File: config.mk
export PLATFORM = sky130hd
export DESIGN_NAME = vec_csr_unit_flat
export DESIGN_NICKNAME = d
export VERILOG_FILES = /design/src/rtl/vec_csr_pkg.sv /design/src/rtl/vec_csr_unit_if.sv /design/src/rtl/vec_vl_calc.sv /design/src/rtl/vec_csr_unit.sv /design/src/flat_wrapper.sv
export SDC_FILE = /design/constraint.sdc
export NUM_CORES = 1
export LEC_CHECK = 0
export ABC_AREA = 1
export ABC_CLOCK_PERIOD_IN_PS = 2880
export CAP_MARGIN = 20
export CORE_AREA = 4 4 128 222
export CTS_BUF_LIST = sky130_fd_sc_hd__clkbuf_2
export DETAILED_ROUTE_END_ITERATION = 7
export DIE_AREA = 0 0 132 226
export GPL_ROUTABILITY_DRIVEN = 1
export PLACE_DENSITY = 0.55
export SYNTH_ARGS = -nofsm -noshare
export SYNTH_HDL_FRONTEND = slang
export SYNTH_HIERARCHICAL = 1
export SYNTH_SLANG_ARGS = --single-unit
File: constraint.sdc
create_clock -name clk -period 2.88 [get_ports clk]
set_input_delay 0.864 -clock clk [delete_from_list [all_inputs] [get_ports clk]]
set_output_delay 0.864 -clock clk [all_outputs]
set_load 0.005 [all_outputs]
File: src/rtl/vec_csr_pkg.sv
// Shared types and helpers for the vector CSR unit: vtype layout, CSR map,
// Zicsr funct3 encodings and the shift-only VLMAX function.
package vec_csr_pkg;

    typedef enum logic [2:0] {
        LMUL_1    = 3'b000,
        LMUL_2    = 3'b001,
        LMUL_4    = 3'b010,
        LMUL_8    = 3'b011,
        LMUL_RSVD = 3'b100,
        LMUL_F8   = 3'b101,
        LMUL_F4   = 3'b110,
        LMUL_F2   = 3'b111
    } vlmul_e;

    typedef enum logic [2:0] {
        SEW_8  = 3'b000,
        SEW_16 = 3'b001,
        SEW_32 = 3'b010,
        SEW_64 = 3'b011
    } vew_e;

    typedef enum logic [11:0] {
        CSR_VSTART = 12'h008,
        CSR_VXSAT  = 12'h009,
        CSR_VXRM   = 12'h00A,
        CSR_VCSR   = 12'h00F,
        CSR_VL     = 12'hC20,
        CSR_VTYPE  = 12'hC21,
        CSR_VLENB  = 12'hC22
    } csr_addr_e;

    // Field order matches the architectural vtype bits [7:0]; vill sits on top.
    typedef struct packed {
        logic   vill;
        logic   vma;
        logic   vta;
        vew_e   vsew;
        vlmul_e vlmul;
    } csr_vtype_s;

    localparam csr_vtype_s VTYPE_ILL = '{vill: 1'b1, vma: 1'b0, vta: 1'b0,
                                         vsew: SEW_8, vlmul: LMUL_1};

    localparam logic [6:0] OPC_SYSTEM = 7'h73;

    localparam logic [2:0] F3_CSRRW  = 3'b001;
    localparam logic [2:0] F3_CSRRS  = 3'b010;
    localparam logic [2:0] F3_CSRRC  = 3'b011;
    localparam logic [2:0] F3_CSRRWI = 3'b101;
    localparam logic [2:0] F3_CSRRSI = 3'b110;
    localparam logic [2:0] F3_CSRRCI = 3'b111;

    // Low two funct3 bits select the operation for both register and imm forms.
    localparam logic [1:0] CSR_OP_RW = 2'b01;
    localparam logic [1:0] CSR_OP_RS = 2'b10;
    localparam logic [1:0] CSR_OP_RC = 2'b11;

    function automatic logic [31:0] vlmax_calc(input logic [2:0] vsew,
                                               input logic [2:0] vlmul,
                                               input int unsigned vlen);
        int unsigned base;
        base = vlen >> (32'(vsew) + 32'd3);
        if (vlmul[2])
            return base >> (32'd4 - 32'(vlmul[1:0]));
        else
            return base << vlmul[1:0];
    endfunction

endpackage

File: src/rtl/vec_csr_unit_if.sv
// Core-facing bus of the vector CSR unit: vset* request channel and Zicsr channel.
interface vec_csr_unit_if #(
    parameter int XLEN = 32
);
    logic            cfg_valid;
    logic            cfg_ready;
    logic [XLEN-1:0] cfg_avl;
    logic [XLEN-1:0] cfg_vtype;
    logic            cfg_rs1_x0;
    logic            cfg_rd_x0;
    logic            cfg_imm_avl;
    logic            cfg_done;
    logic [XLEN-1:0] cfg_rd_data;

    logic            csr_valid;
    logic            csr_ready;
    logic [XLEN-1:0] csr_inst;
    logic [XLEN-1:0] csr_wdata;
    logic            csr_rsp_valid;
    logic [XLEN-1:0] csr_rdata;
    logic            csr_illegal;

    modport master (
        output cfg_valid, cfg_avl, cfg_vtype, cfg_rs1_x0, cfg_rd_x0, cfg_imm_avl,
        input  cfg_ready, cfg_done, cfg_rd_data,
        output csr_valid, csr_inst, csr_wdata,
        input  csr_ready, csr_rsp_valid, csr_rdata, csr_illegal
    );

    modport slave (
        input  cfg_valid, cfg_avl, cfg_vtype, cfg_rs1_x0, cfg_rd_x0, cfg_imm_avl,
        output cfg_ready, cfg_done, cfg_rd_data,
        input  csr_valid, csr_inst, csr_wdata,
        output csr_ready, csr_rsp_valid, csr_rdata, csr_illegal
    );
endinterface

File: src/rtl/vec_vl_calc.sv
// Combinational vset* evaluation: vtype legality, VLMAX and the new vl.
module vec_vl_calc
    import vec_csr_pkg::*;
#(
    parameter int XLEN = 32,
    parameter int VLEN = 128,
    parameter int ELEN = 64,
    parameter int VLW  = $clog2(VLEN) + 1
) (
    input  logic [XLEN-2:0] vtype_req,
    input  logic [XLEN-1:0] avl,
    input  logic            rs1_x0,
    input  logic            rd_x0,
    input  logic            imm_avl,
    input  logic [VLW-1:0]  cur_vl,
    output logic            ill,
    output logic [VLW-1:0]  vlmax,
    output logic [VLW-1:0]  vl_new,
    output csr_vtype_s      vtype_new
);
    logic [2:0]      vsew;
    logic [2:0]      vlmul;
    logic [63:0]     legal_tab;
    logic [XLEN-1:0] vlmax_x;
    logic [VLW-1:0]  vlmax_n;
    logic            keep_vl;
    logic            to_max;
    logic            shrink;
    logic [VLW-1:0]  vl_pick;

    assign vsew  = vtype_req[5:3];
    assign vlmul = vtype_req[2:0];

    // Legality of every {vsew, vlmul} pair is fixed by ELEN, so tabulate it.
    for (genvar gi = 0; gi < 64; gi++) begin : g_legal
        localparam int SC = gi / 8;
        localparam int LC = gi % 8;
        assign legal_tab[gi] = (SC < 4) && ((8 << SC) <= ELEN) && (LC != 4) &&
                               ((LC < 4) || ((8 << SC) <= (ELEN >> (8 - LC))));
    end

    assign vlmax_x = XLEN'(vlmax_calc(vsew, vlmul, VLEN));
    assign vlmax_n = vlmax_x[VLW-1:0];

    assign keep_vl = !imm_avl && rs1_x0 && rd_x0;
    assign to_max  = !imm_avl && rs1_x0 && !rd_x0;
    assign shrink  = keep_vl && (vlmax_x < XLEN'(cur_vl));

    assign ill = (|vtype_req[XLEN-2:8]) || !legal_tab[{vsew, vlmul}] || shrink;

    always_comb begin
        if (keep_vl)
            vl_pick = cur_vl;
        else if (to_max)
            vl_pick = vlmax_n;
        else if (avl < vlmax_x)
            vl_pick = avl[VLW-1:0];
        else
            vl_pick = vlmax_n;
    end

    assign vl_new = ill ? '0 : vl_pick;
    assign vlmax  = ill ? '0 : vlmax_n;

    assign vtype_new = ill ? VTYPE_ILL :
                       '{vill: 1'b0, vma: vtype_req[7], vta: vtype_req[6],
                         vsew: vew_e'(vsew), vlmul: vlmul_e'(vlmul)};
endmodule

File: src/rtl/vec_csr_unit.sv
// Vector CSR unit: vset* sequencer (IDLE/CALC/COMMIT) plus the Zicsr port for
// vstart/vxsat/vxrm/vcsr/vl/vtype/vlenb with a registered response.
module vec_csr_unit
    import vec_csr_pkg::*;
#(
    parameter int XLEN = 32,
    parameter int VLEN = 128,
    parameter int ELEN = 64,
    parameter int VLW  = $clog2(VLEN) + 1
) (
    input  logic           clk,
    input  logic           n_rst,
    vec_csr_unit_if.slave  bus,
    input  logic           vec_done,
    input  logic           vxsat_set,
    output logic [6:0]     sew,
    output logic [2:0]     lmul_code,
    output logic [VLW-1:0] vlmax,
    output logic [VLW-1:0] vl,
    output logic [VLW-1:0] vstart,
    output logic           vta,
    output logic           vma,
    output logic           vill,
    output logic [1:0]     vxrm
);
    localparam logic [1:0] ST_IDLE   = 2'd0;
    localparam logic [1:0] ST_CALC   = 2'd1;
    localparam logic [1:0] ST_COMMIT = 2'd2;

    logic [1:0]      state_reg, state_next;

    logic [XLEN-1:0] req_avl_reg;
    logic [XLEN-2:0] req_vtype_reg;
    logic            req_rs1_x0_reg, req_rd_x0_reg, req_imm_reg;

    logic            calc_ill;
    logic [VLW-1:0]  calc_vlmax, calc_vl;
    csr_vtype_s      calc_vtype;
    logic [VLW-1:0]  calc_vlmax_reg, calc_vl_reg;
    csr_vtype_s      calc_vtype_reg;

    csr_vtype_s      vtype_reg;
    logic [VLW-1:0]  vl_reg, vlmax_reg, vstart_reg;
    logic [1:0]      vxrm_reg;
    logic            vxsat_reg;

    logic            rsp_valid_reg, rsp_illegal_reg;
    logic [XLEN-1:0] rsp_rdata_reg;

    logic [6:0]      csr_opcode;
    logic [2:0]      csr_f3;
    logic [4:0]      csr_src_idx;
    logic [11:0]     csr_addr;
    logic [XLEN-1:0] csr_old, csr_src, csr_wval;
    logic            csr_known, csr_ro, csr_wr_req, csr_bad, csr_accept, csr_do_wr;
    logic            wr_vstart, wr_vxsat, wr_vxrm, wr_vcsr;
    logic            unused_bits;

    always_comb begin
        state_next = ST_IDLE;
        case (state_reg)
            ST_IDLE:   state_next = bus.cfg_valid ? ST_CALC : ST_IDLE;
            ST_CALC:   state_next = ST_COMMIT;
            ST_COMMIT: state_next = ST_IDLE;
            default:   state_next = ST_IDLE;
        endcase
    end

    vec_vl_calc #(.XLEN(XLEN), .VLEN(VLEN), .ELEN(ELEN), .VLW(VLW)) u_vl_calc (
        .vtype_req (req_vtype_reg),
        .avl       (req_avl_reg),
        .rs1_x0    (req_rs1_x0_reg),
        .rd_x0     (req_rd_x0_reg),
        .imm_avl   (req_imm_reg),
        .cur_vl    (vl_reg),
        .ill       (calc_ill),
        .vlmax     (calc_vlmax),
        .vl_new    (calc_vl),
        .vtype_new (calc_vtype)
    );

    assign csr_opcode  = bus.csr_inst[6:0];
    assign csr_f3      = bus.csr_inst[14:12];
    assign csr_src_idx = bus.csr_inst[19:15];
    assign csr_addr    = bus.csr_inst[31:20];

    always_comb begin
        csr_old   = '0;
        csr_known = 1'b1;
        csr_ro    = 1'b0;
        case (csr_addr)
            CSR_VSTART: csr_old = XLEN'(vstart_reg);
            CSR_VXSAT:  csr_old = XLEN'(vxsat_reg);
            CSR_VXRM:   csr_old = XLEN'(vxrm_reg);
            CSR_VCSR:   csr_old = XLEN'({vxrm_reg, vxsat_reg});
            CSR_VL:     begin csr_old = XLEN'(vl_reg); csr_ro = 1'b1; end
            CSR_VTYPE:  begin
                csr_old = {vtype_reg.vill, {(XLEN-9){1'b0}}, vtype_reg[7:0]};
                csr_ro  = 1'b1;
            end
            CSR_VLENB:  begin csr_old = XLEN'(VLEN / 8); csr_ro = 1'b1; end
            default:    csr_known = 1'b0;
        endcase
    end

    // Set/clear with a zero source field is a pure read and may target read-only CSRs.
    assign csr_src    = csr_f3[2] ? XLEN'(csr_src_idx) : bus.csr_wdata;
    assign csr_wr_req = (csr_f3[1:0] == CSR_OP_RW) || (csr_src_idx != 5'd0);

    always_comb begin
        case (csr_f3[1:0])
            CSR_OP_RW: csr_wval = csr_src;
            CSR_OP_RS: csr_wval = csr_old | csr_src;
            CSR_OP_RC: csr_wval = csr_old & ~csr_src;
            default:   csr_wval = csr_old;
        endcase
    end

    assign csr_bad = (csr_opcode != OPC_SYSTEM) || (csr_f3[1:0] == 2'b00) ||
                     !csr_known || (csr_ro && csr_wr_req);

    assign bus.csr_ready = (state_reg == ST_IDLE) && !bus.cfg_valid;
    assign csr_accept    = bus.csr_valid && bus.csr_ready;
    assign csr_do_wr     = csr_accept && !csr_bad && csr_wr_req;

    assign wr_vstart = csr_do_wr && (csr_addr == CSR_VSTART);
    assign wr_vxsat  = csr_do_wr && (csr_addr == CSR_VXSAT);
    assign wr_vxrm   = csr_do_wr && (csr_addr == CSR_VXRM);
    assign wr_vcsr   = csr_do_wr && (csr_addr == CSR_VCSR);

    assign unused_bits = ^{bus.csr_inst[11:7], csr_wval[XLEN-1:VLW]};

    always_ff @(posedge clk or negedge n_rst) begin
        if (!n_rst) begin
            state_reg      <= ST_IDLE;
            req_avl_reg    <= '0;
            req_vtype_reg  <= '0;
            req_rs1_x0_reg <= 1'b0;
            req_rd_x0_reg  <= 1'b0;
            req_imm_reg    <= 1'b0;
            calc_vlmax_reg <= '0;
            calc_vl_reg    <= '0;
            calc_vtype_reg <= VTYPE_ILL;
            vtype_reg      <= VTYPE_ILL;
            vl_reg         <= '0;
            vlmax_reg      <= '0;
        end else begin
            state_reg <= state_next;
            if (state_reg == ST_IDLE && bus.cfg_valid) begin
                req_avl_reg    <= bus.cfg_avl;
                req_vtype_reg  <= bus.cfg_vtype[XLEN-2:0];
                req_rs1_x0_reg <= bus.cfg_rs1_x0;
                req_rd_x0_reg  <= bus.cfg_rd_x0;
                req_imm_reg    <= bus.cfg_imm_avl;
            end
            if (state_reg == ST_CALC) begin
                calc_vlmax_reg <= calc_vlmax;
                calc_vl_reg    <= calc_vl;
                calc_vtype_reg <= calc_vtype;
            end
            if (state_reg == ST_COMMIT) begin
                vtype_reg <= calc_vtype_reg;
                vl_reg    <= calc_vl_reg;
                vlmax_reg <= calc_vlmax_reg;
            end
        end
    end

    // A CSR write beats the lane-side side effects landing in the same cycle.
    always_ff @(posedge clk or negedge n_rst) begin
        if (!n_rst) begin
            vstart_reg      <= '0;
            vxsat_reg       <= 1'b0;
            vxrm_reg        <= 2'd0;
            rsp_valid_reg   <= 1'b0;
            rsp_illegal_reg <= 1'b0;
            rsp_rdata_reg   <= '0;
        end else begin
            if (state_reg == ST_COMMIT)
                vstart_reg <= '0;
            else if (wr_vstart)
                vstart_reg <= csr_wval[VLW-1:0];
            else if (vec_done)
                vstart_reg <= '0;

            if (wr_vxsat || wr_vcsr)
                vxsat_reg <= csr_wval[0];
            else if (vxsat_set)
                vxsat_reg <= 1'b1;

            if (wr_vxrm)
                vxrm_reg <= csr_wval[1:0];
            else if (wr_vcsr)
                vxrm_reg <= csr_wval[2:1];

            rsp_valid_reg   <= csr_accept;
            rsp_illegal_reg <= csr_accept && csr_bad;
            rsp_rdata_reg   <= (csr_accept && !csr_bad) ? csr_old : '0;
        end
    end

    assign bus.cfg_ready     = (state_reg == ST_IDLE);
    assign bus.cfg_done      = (state_reg == ST_COMMIT);
    assign bus.cfg_rd_data   = (state_reg == ST_COMMIT) ? XLEN'(calc_vl_reg) : '0;
    assign bus.csr_rsp_valid = rsp_valid_reg;
    assign bus.csr_rdata     = rsp_rdata_reg;
    assign bus.csr_illegal   = rsp_illegal_reg;

    assign sew       = 7'd8 << vtype_reg.vsew;
    assign lmul_code = vtype_reg.vlmul;
    assign vta       = vtype_reg.vta;
    assign vma       = vtype_reg.vma;
    assign vill      = vtype_reg.vill;
    assign vl        = vl_reg;
    assign vlmax     = vlmax_reg;
    assign vstart    = vstart_reg;
    assign vxrm      = vxrm_reg;
endmodule

File: src/flat_wrapper.sv
// flat-port wrapper written by rule: the top's interface ports become plain ports
module vec_csr_unit_flat import vec_csr_pkg::*;
#(
    parameter int XLEN = 32,
    parameter int VLEN = 128,
    parameter int ELEN = 64,
    parameter int VLW  = $clog2(VLEN) + 1
)
  (clk, n_rst, vec_done, vxsat_set, sew, lmul_code, vlmax, vl, vstart, vta, vma, vill, vxrm, bus_cfg_valid, bus_cfg_avl, bus_cfg_vtype, bus_cfg_rs1_x0, bus_cfg_rd_x0, bus_cfg_imm_avl, bus_cfg_ready, bus_cfg_done, bus_cfg_rd_data, bus_csr_valid, bus_csr_inst, bus_csr_wdata, bus_csr_ready, bus_csr_rsp_valid, bus_csr_rdata, bus_csr_illegal);
  vec_csr_unit_if #(.XLEN(XLEN)) bus_i ();
  input  logic clk;
  input  logic n_rst;
  input  logic vec_done;
  input  logic vxsat_set;
  output logic [6:0] sew;
  output logic [2:0] lmul_code;
  output logic [VLW-1:0] vlmax;
  output logic [VLW-1:0] vl;
  output logic [VLW-1:0] vstart;
  output logic vta;
  output logic vma;
  output logic vill;
  output logic [1:0] vxrm;
  input wire logic [$bits(bus_i.cfg_valid)-1:0] bus_cfg_valid;
  input wire logic [$bits(bus_i.cfg_avl)-1:0] bus_cfg_avl;
  input wire logic [$bits(bus_i.cfg_vtype)-1:0] bus_cfg_vtype;
  input wire logic [$bits(bus_i.cfg_rs1_x0)-1:0] bus_cfg_rs1_x0;
  input wire logic [$bits(bus_i.cfg_rd_x0)-1:0] bus_cfg_rd_x0;
  input wire logic [$bits(bus_i.cfg_imm_avl)-1:0] bus_cfg_imm_avl;
  output wire logic [$bits(bus_i.cfg_ready)-1:0] bus_cfg_ready;
  output wire logic [$bits(bus_i.cfg_done)-1:0] bus_cfg_done;
  output wire logic [$bits(bus_i.cfg_rd_data)-1:0] bus_cfg_rd_data;
  input wire logic [$bits(bus_i.csr_valid)-1:0] bus_csr_valid;
  input wire logic [$bits(bus_i.csr_inst)-1:0] bus_csr_inst;
  input wire logic [$bits(bus_i.csr_wdata)-1:0] bus_csr_wdata;
  output wire logic [$bits(bus_i.csr_ready)-1:0] bus_csr_ready;
  output wire logic [$bits(bus_i.csr_rsp_valid)-1:0] bus_csr_rsp_valid;
  output wire logic [$bits(bus_i.csr_rdata)-1:0] bus_csr_rdata;
  output wire logic [$bits(bus_i.csr_illegal)-1:0] bus_csr_illegal;
  assign bus_i.cfg_valid = bus_cfg_valid;
  assign bus_i.cfg_avl = bus_cfg_avl;
  assign bus_i.cfg_vtype = bus_cfg_vtype;
  assign bus_i.cfg_rs1_x0 = bus_cfg_rs1_x0;
  assign bus_i.cfg_rd_x0 = bus_cfg_rd_x0;
  assign bus_i.cfg_imm_avl = bus_cfg_imm_avl;
  assign bus_cfg_ready = bus_i.cfg_ready;
  assign bus_cfg_done = bus_i.cfg_done;
  assign bus_cfg_rd_data = bus_i.cfg_rd_data;
  assign bus_i.csr_valid = bus_csr_valid;
  assign bus_i.csr_inst = bus_csr_inst;
  assign bus_i.csr_wdata = bus_csr_wdata;
  assign bus_csr_ready = bus_i.csr_ready;
  assign bus_csr_rsp_valid = bus_i.csr_rsp_valid;
  assign bus_csr_rdata = bus_i.csr_rdata;
  assign bus_csr_illegal = bus_i.csr_illegal;
  vec_csr_unit #(.XLEN(XLEN), .VLEN(VLEN), .ELEN(ELEN), .VLW(VLW)) u_core (.clk(clk), .n_rst(n_rst), .bus(bus_i), .vec_done(vec_done), .vxsat_set(vxsat_set), .sew(sew), .lmul_code(lmul_code), .vlmax(vlmax), .vl(vl), .vstart(vstart), .vta(vta), .vma(vma), .vill(vill), .vxrm(vxrm));
endmodule
[Word level (Yosys, flattened, before mapping)]
Memories as Yosys holds them, arrays and structs flattened.
Cells that the tools add are included.
Widths: inputs -> output; s select.
Cells by class
  bitwise logic cells: 3
  $add $sub $neg: 2
  multiply operators: 0
  reduce and logical (&&, ||, !) cells: 37
  div/mod/pow operators: 0
  muxes and demuxes: 24
  magnitude comparators: 3
  shift-type cells: 4
  equality and inequality tests: 13
Operators with widths (count)
  $pmux 32 s7: 1
  $mux 8: 10
  $mux 32: 2
  $eq 12x4->1 const B: 4
  $eq 12x12->1 const B: 3
  $lt 32x32->1: 1
  $lt 32x8->1: 1
  $shl 32x2->32: 1
  $shr 32x32->32: 1
  $shr 8x32->32 const A: 1
  $pmux 8 s3: 1
  $reduce_or 23->1: 1
  $logic_and 1x1->1: 15
  $mux 9: 1
  $and 8x8->8: 1
  $not 8->8: 1
  $or 8x8->8: 1
  $logic_or 1x1->1: 7
  $lt 6x7->1 const B: 1
  $ne 7x7->1 const B: 1
  $reduce_or 7->1: 1
  $shl 4x3->7 const A: 1
  $eq 2x2->1 const B: 3
  $logic_not 1->1: 6
  other kinds (11): 20
Storage, ports and cells
  ROM bits: 64
  output and inout bits: 108
  memories: 1
  RAM bits: 0
  register bits: 163
  bits in latches: 0
Memories
  (no name shown): words 64, bits a word 1, rd ports 1, clocked after memory_dff 0, wr ports 0, RTL line vec_vl_calc.sv:49  | assign ill = (|vtype_req[XLEN-2:8]) || !legal_tab[{vsew, vlmul}] || shrink;

[Logic depth before layout (Yosys ltp)]
  depth in word-level cells: 12
  mapped depth: 23
  depth with buffers taken out: 22

[Hierarchy]
The synthesis kept the hierarchy.
By module, submodules not included
  vec_csr_unit: instances 1, area each 6560.0 µm², sequential area each 3505.9 µm², cells each 808
  vec_vl_calc: instances 1, area each 1316.3 µm², sequential area each 0.0 µm², cells each 234

[Worst setup path before layout]
No wires, ideal clock.
  kind: register to register
  from: register u_core.req_vtype_reg[3]
  to: register u_core.calc_vl_reg[2]
  stages on the path, launching flop included: 22
  setup time: 0.130 ns
  period minus slack after synthesis: 2.806 ns
  slack: 0.074 ns
  arrival time: 2.676 ns
  required time: 2.750 ns
  cell sequence: dfrtp_1 -> buf_6 -> nor2_2 -> nand2_1 -> nor2_1 -> inv_1 -> nand2_1 -> inv_1 -> nor2_1 -> inv_1 -> ha_1 -> nand2_1 -> inv_1 -> nand2_1 -> o211ai_1 -> nor3_2 -> a21boi_2 -> nor2_1 -> nor2_1 -> nor2_1 -> nand2_1 -> o21ai_0
On the way
  cells in the longest elaborated chain, start to end: 9
  elaborated cells on any way between the ends: 17
RTL lines
  from (decl): RTL line vec_csr_unit.sv:33  | logic [XLEN-2:0] req_vtype_reg;
  from (signal assigned): RTL line vec_csr_unit.sv:151  | req_vtype_reg <= bus.cfg_vtype[XLEN-2:0];
  $add 3x2->4: RTL line vec_csr_pkg.sv:63  | base = vlen >> (32'(vsew) + 32'd3);
  $shr 8x32->32: RTL line vec_csr_pkg.sv:63
  $shr 32x32->32 or $shl 32x2->32 (tied branches): RTL line vec_csr_pkg.sv:65, vec_csr_pkg.sv:67
  $mux 32: RTL line vec_csr_pkg.sv:64  | if (vlmul[2])
  $lt 32x32->1: RTL line vec_vl_calc.sv:56  | else if (avl < vlmax_x)
  $mux 8: RTL line vec_vl_calc.sv:56
  $mux 8: RTL line vec_vl_calc.sv:54  | else if (to_max)
  $mux 8: RTL line vec_vl_calc.sv:52  | if (keep_vl)
  $mux 8 (*): RTL line vec_vl_calc.sv:62  | assign vl_new = ill ? '0 : vl_pick;
  via u_core.calc_vl[2]: RTL line vec_csr_unit.sv:37  | logic [VLW-1:0] calc_vlmax, calc_vl;
  to (signal assigned): RTL line vec_csr_unit.sv:158  | calc_vl_reg <= calc_vl;
  to (decl): RTL line vec_csr_unit.sv:39  | logic [VLW-1:0] calc_vlmax_reg, calc_vl_reg;
The timed path passes the listed nets; every way through them passes the cells marked *. The select of a mux whose other input is x is not followed.
A chain may end at the register's enable or synchronous reset.

[Final worst setup path]
  from: register u_core.vl_reg[1], in the netlist u_core/vl[1]
  to: output vl[1]
RTL lines
  from (decl): RTL line vec_csr_unit.sv:43  | logic [VLW-1:0] vl_reg, vlmax_reg, vstart_reg;
  from (signal assigned): RTL line vec_csr_unit.sv:163  | vl_reg <= calc_vl_reg;
  to (decl): RTL line flat_wrapper.sv:18  | output logic [VLW-1:0] vl;
No word-level cell between the ends.

==> metrics <==
Vias 7174; Critical Path Source u_core/vl[1]; XOR/XNOR Fraction of Synth Area 0%; Synth Instances 1042; Largest register FFs 32; DRC 0; Crit Reg-Reg Startpoint u_core/req_vtype_reg[4]; Starting DRT DRC Count 299; final wirelength 23400 um; Num CTS Buffers 17; mux cell area share after synthesis 0%; ys flop type dfrtp_1; PD cells 498.1 nW/um2; clk slew on worst S/H paths 0.18 ns; CP max stage cell clkdlybuf4s50_1; Setup TNS Final 0 ns; Worst Tran Pin Value 0.5624 ns; share of cells above drive strength 1 18.46%; deepest clock path buffer count 2; FMAX 0.3686 GHz; compound-cell area share of the yosys netlist 7.228%; worst flop-to-flop path endpoint u_core/calc_vl_reg[6]; io pins 245; clk_skew 0.02806 ns; FF-to-FF path depth 19; initial antenna violation count 1; crit path kind reg -> out; Max FO, Critical Path 5; delay-heaviest family, CP buffers and inverters; first-pass GRT wire length 36510 um; area of the mapped netlist 7876 um2; CP peak stage delay 0.58 ns; synth warn 6; critical path depth in cells 1; Yosys top cell area share 43.84%; Starting Density 29.62%; Placed Area 10100 um2; die width 132 um; Hold Violations, Final 0; vias in the first global route 7137; htree depth 4; status complete, no violations; post-route cell area 10770 um2; Post-synth EDFFs 0; Overflow after GRT 0; relative slew slack 62.37%; full die area 29830 um2; gpl congestion 0.8461; CP endpoint kind output pin; top cells by count, synth nand2_1, dfrtp_1, inv_1, nor2_1, o21ai_0; Worst Path Buf+Inv 1; worst hold path type reg -> reg; largest family of logic cells by synthesized area simple AND/OR/NAND/NOR gates; largest net degree at the start of global routing 54; adder-cell share of the synthesized area 2.542%; Worst Setup EP vl[1]; final slew viol count 0; Max-Cap Viols 0; #FFs+latches synth 140; NumNets Final 1435; Sink Count 140; critical path arrival 1.85 ns; critical-path cell list clkdlybuf4s50_1; # rows 79; Seq/Total Area, Yosys 44.51%; Synth Area in Simple Gates 33.25%; die height 226 um; Root Driver clkbuf_2; Synth area leaders dfrtp_1, nand2_1, buf_4, inv_1, o21ai_0; Power Total 0.005364 W; Syn-to-layout area delta 36.71%; average wire per standard cell 14.44 um; Setup violations, final 0; Final min period 2.713 ns; total track usage 15.62%; cell accounting for the most synthesized area dfrtp_1; first drt pass iteration count 5; most numerous cell in the Yosys netlist nand2_1; slack of the worst reg-to-reg path 0.18 ns; Pleak 5.264 nW; final core occ 40.50%; core area 26590 um2; ANT nets after route 0; async set-reset flop share out of synthesis 100.0%; CTS tree done; post-route clock period utilization 94.19%; clk_lat worst skew 0.74 ns; Vias/cell 4.426; Required @ worst endpoint 2.02 ns; PortBufs 164; Post-Syn Area per Cell 7.559 um2; post-synthesis cell type count 52; Worst VDD drop 0.2783 mV; DP HPWL 18330 um; Setup crit start kind flip-flop
[layout by cell type, fill, tap and decap left out, types with 23 or more instances in the layout]
cell	n
inv_1	84
clkbuf_2	23
nand2_1	393
nor2_1	48
clkdlybuf4s50_1	148
o21ai_0	54
dfrtp_1	134
buf_4	87
conb_1	51
nand3_1	50
[cell families (layout without fill, tap and decap cells)]
| kind of cell | Yosys count | in the layout |
|---|---|---|
| DFF | 140 | 140 |
| adders and majority gates | 16 | 16 |
| AOI/OAI and AO/OA | 100 | 100 |
| and+or+nand+nor | 594 | 594 |
| other | 2 | 53 |
| buffers and inverters | 190 | 394 |
[final cells by class]
cell class                      instances  area [um2]
Antenna cell                            2       5.005
Clock buffer                           21       105.1
Clock inverter                         11       105.1
Fill cell                            2758       15820
Inverter                              103       399.1
Multi-Input combinational cell        761        3834
Sequential cell                       140        3511
Tap cell                              324       405.4
Timing Repair Buffer                  259        2404
[worst min path at each step]
stage / from / end / slack (ns) / cells past startpoint
final: u_core/req_avl_reg[0] / u_core/req_avl_reg[0] / 0.50 / 2
after global routing: u_core/req_avl_reg[10] / u_core/req_avl_reg[10] / 0.52 / 2
after CTS: n_rst / u_core/vlmax[7] / 0.51 / 2
after detailed placement: u_core/req_vtype_reg[29] / u_core/req_vtype_reg[29] / 0.47 / 2
after global placement: u_core/req_avl_reg[22] / u_core/req_avl_reg[22] / 0.46 / 2
after floorplan: u_core/req_avl_reg[0] / u_core/req_avl_reg[0] / 0.45 / 2
[per-layer routing]
metal	GRT usage [%]	up-vias	wire length [um]	part of all wire [%]
met5	0	-	0	0
met4	6.273	0	682	2.9
li1	-	3677	-	-
met2	31.21	211	13260	57
met1	15.45	3243	8355	36
met3	3.188	43	1102	4.7
[timing repair]
| action | CTS | global route |
|---|---|---|
| cloned | 2 | 0 |
| pin swaps | 2 | 12 |
| gates resized for setup | 73 | 50 |
| setup buffers | 14 | 7 |
| hold endpoints to repair | 42 | 0 |
| endpoints found under the setup margin | 15 | 33 |
| hold buffers | 1 | 0 |
[per-stage QoR]
step                std cells  setup slack [ns]  hold slack, ns
global placement         1564          -0.05723          0.4627
CTS                      1613          -0.08241          0.5072
detailed placement       1564           -0.1016          0.4668
finish                   1621            0.1673          0.5023
global route             1621          -0.08764          0.5153
floorplan                1091           0.07439          0.4488
[tightest hold or removal path, cell delays in order (launching register included)]
cell     delay, ns
dfrtp_1       0.38
nand2_1       0.05
nand2_1       0.05
[power by group]
part | leakage [nW] | total [W] | internal (W) | switching (W)
registers | 1.82 | 0.00239 | 0.00222 | 0.000167
logic | 3.31 | 0.00189 | 0.000845 | 0.00105
clock network | 0.134 | 0.00108 | 0.000395 | 0.000686
total | 5.26 | 0.00536 | 0.00346 | 0.00190
No activity file was read; power rests on OpenSTA's default activity.
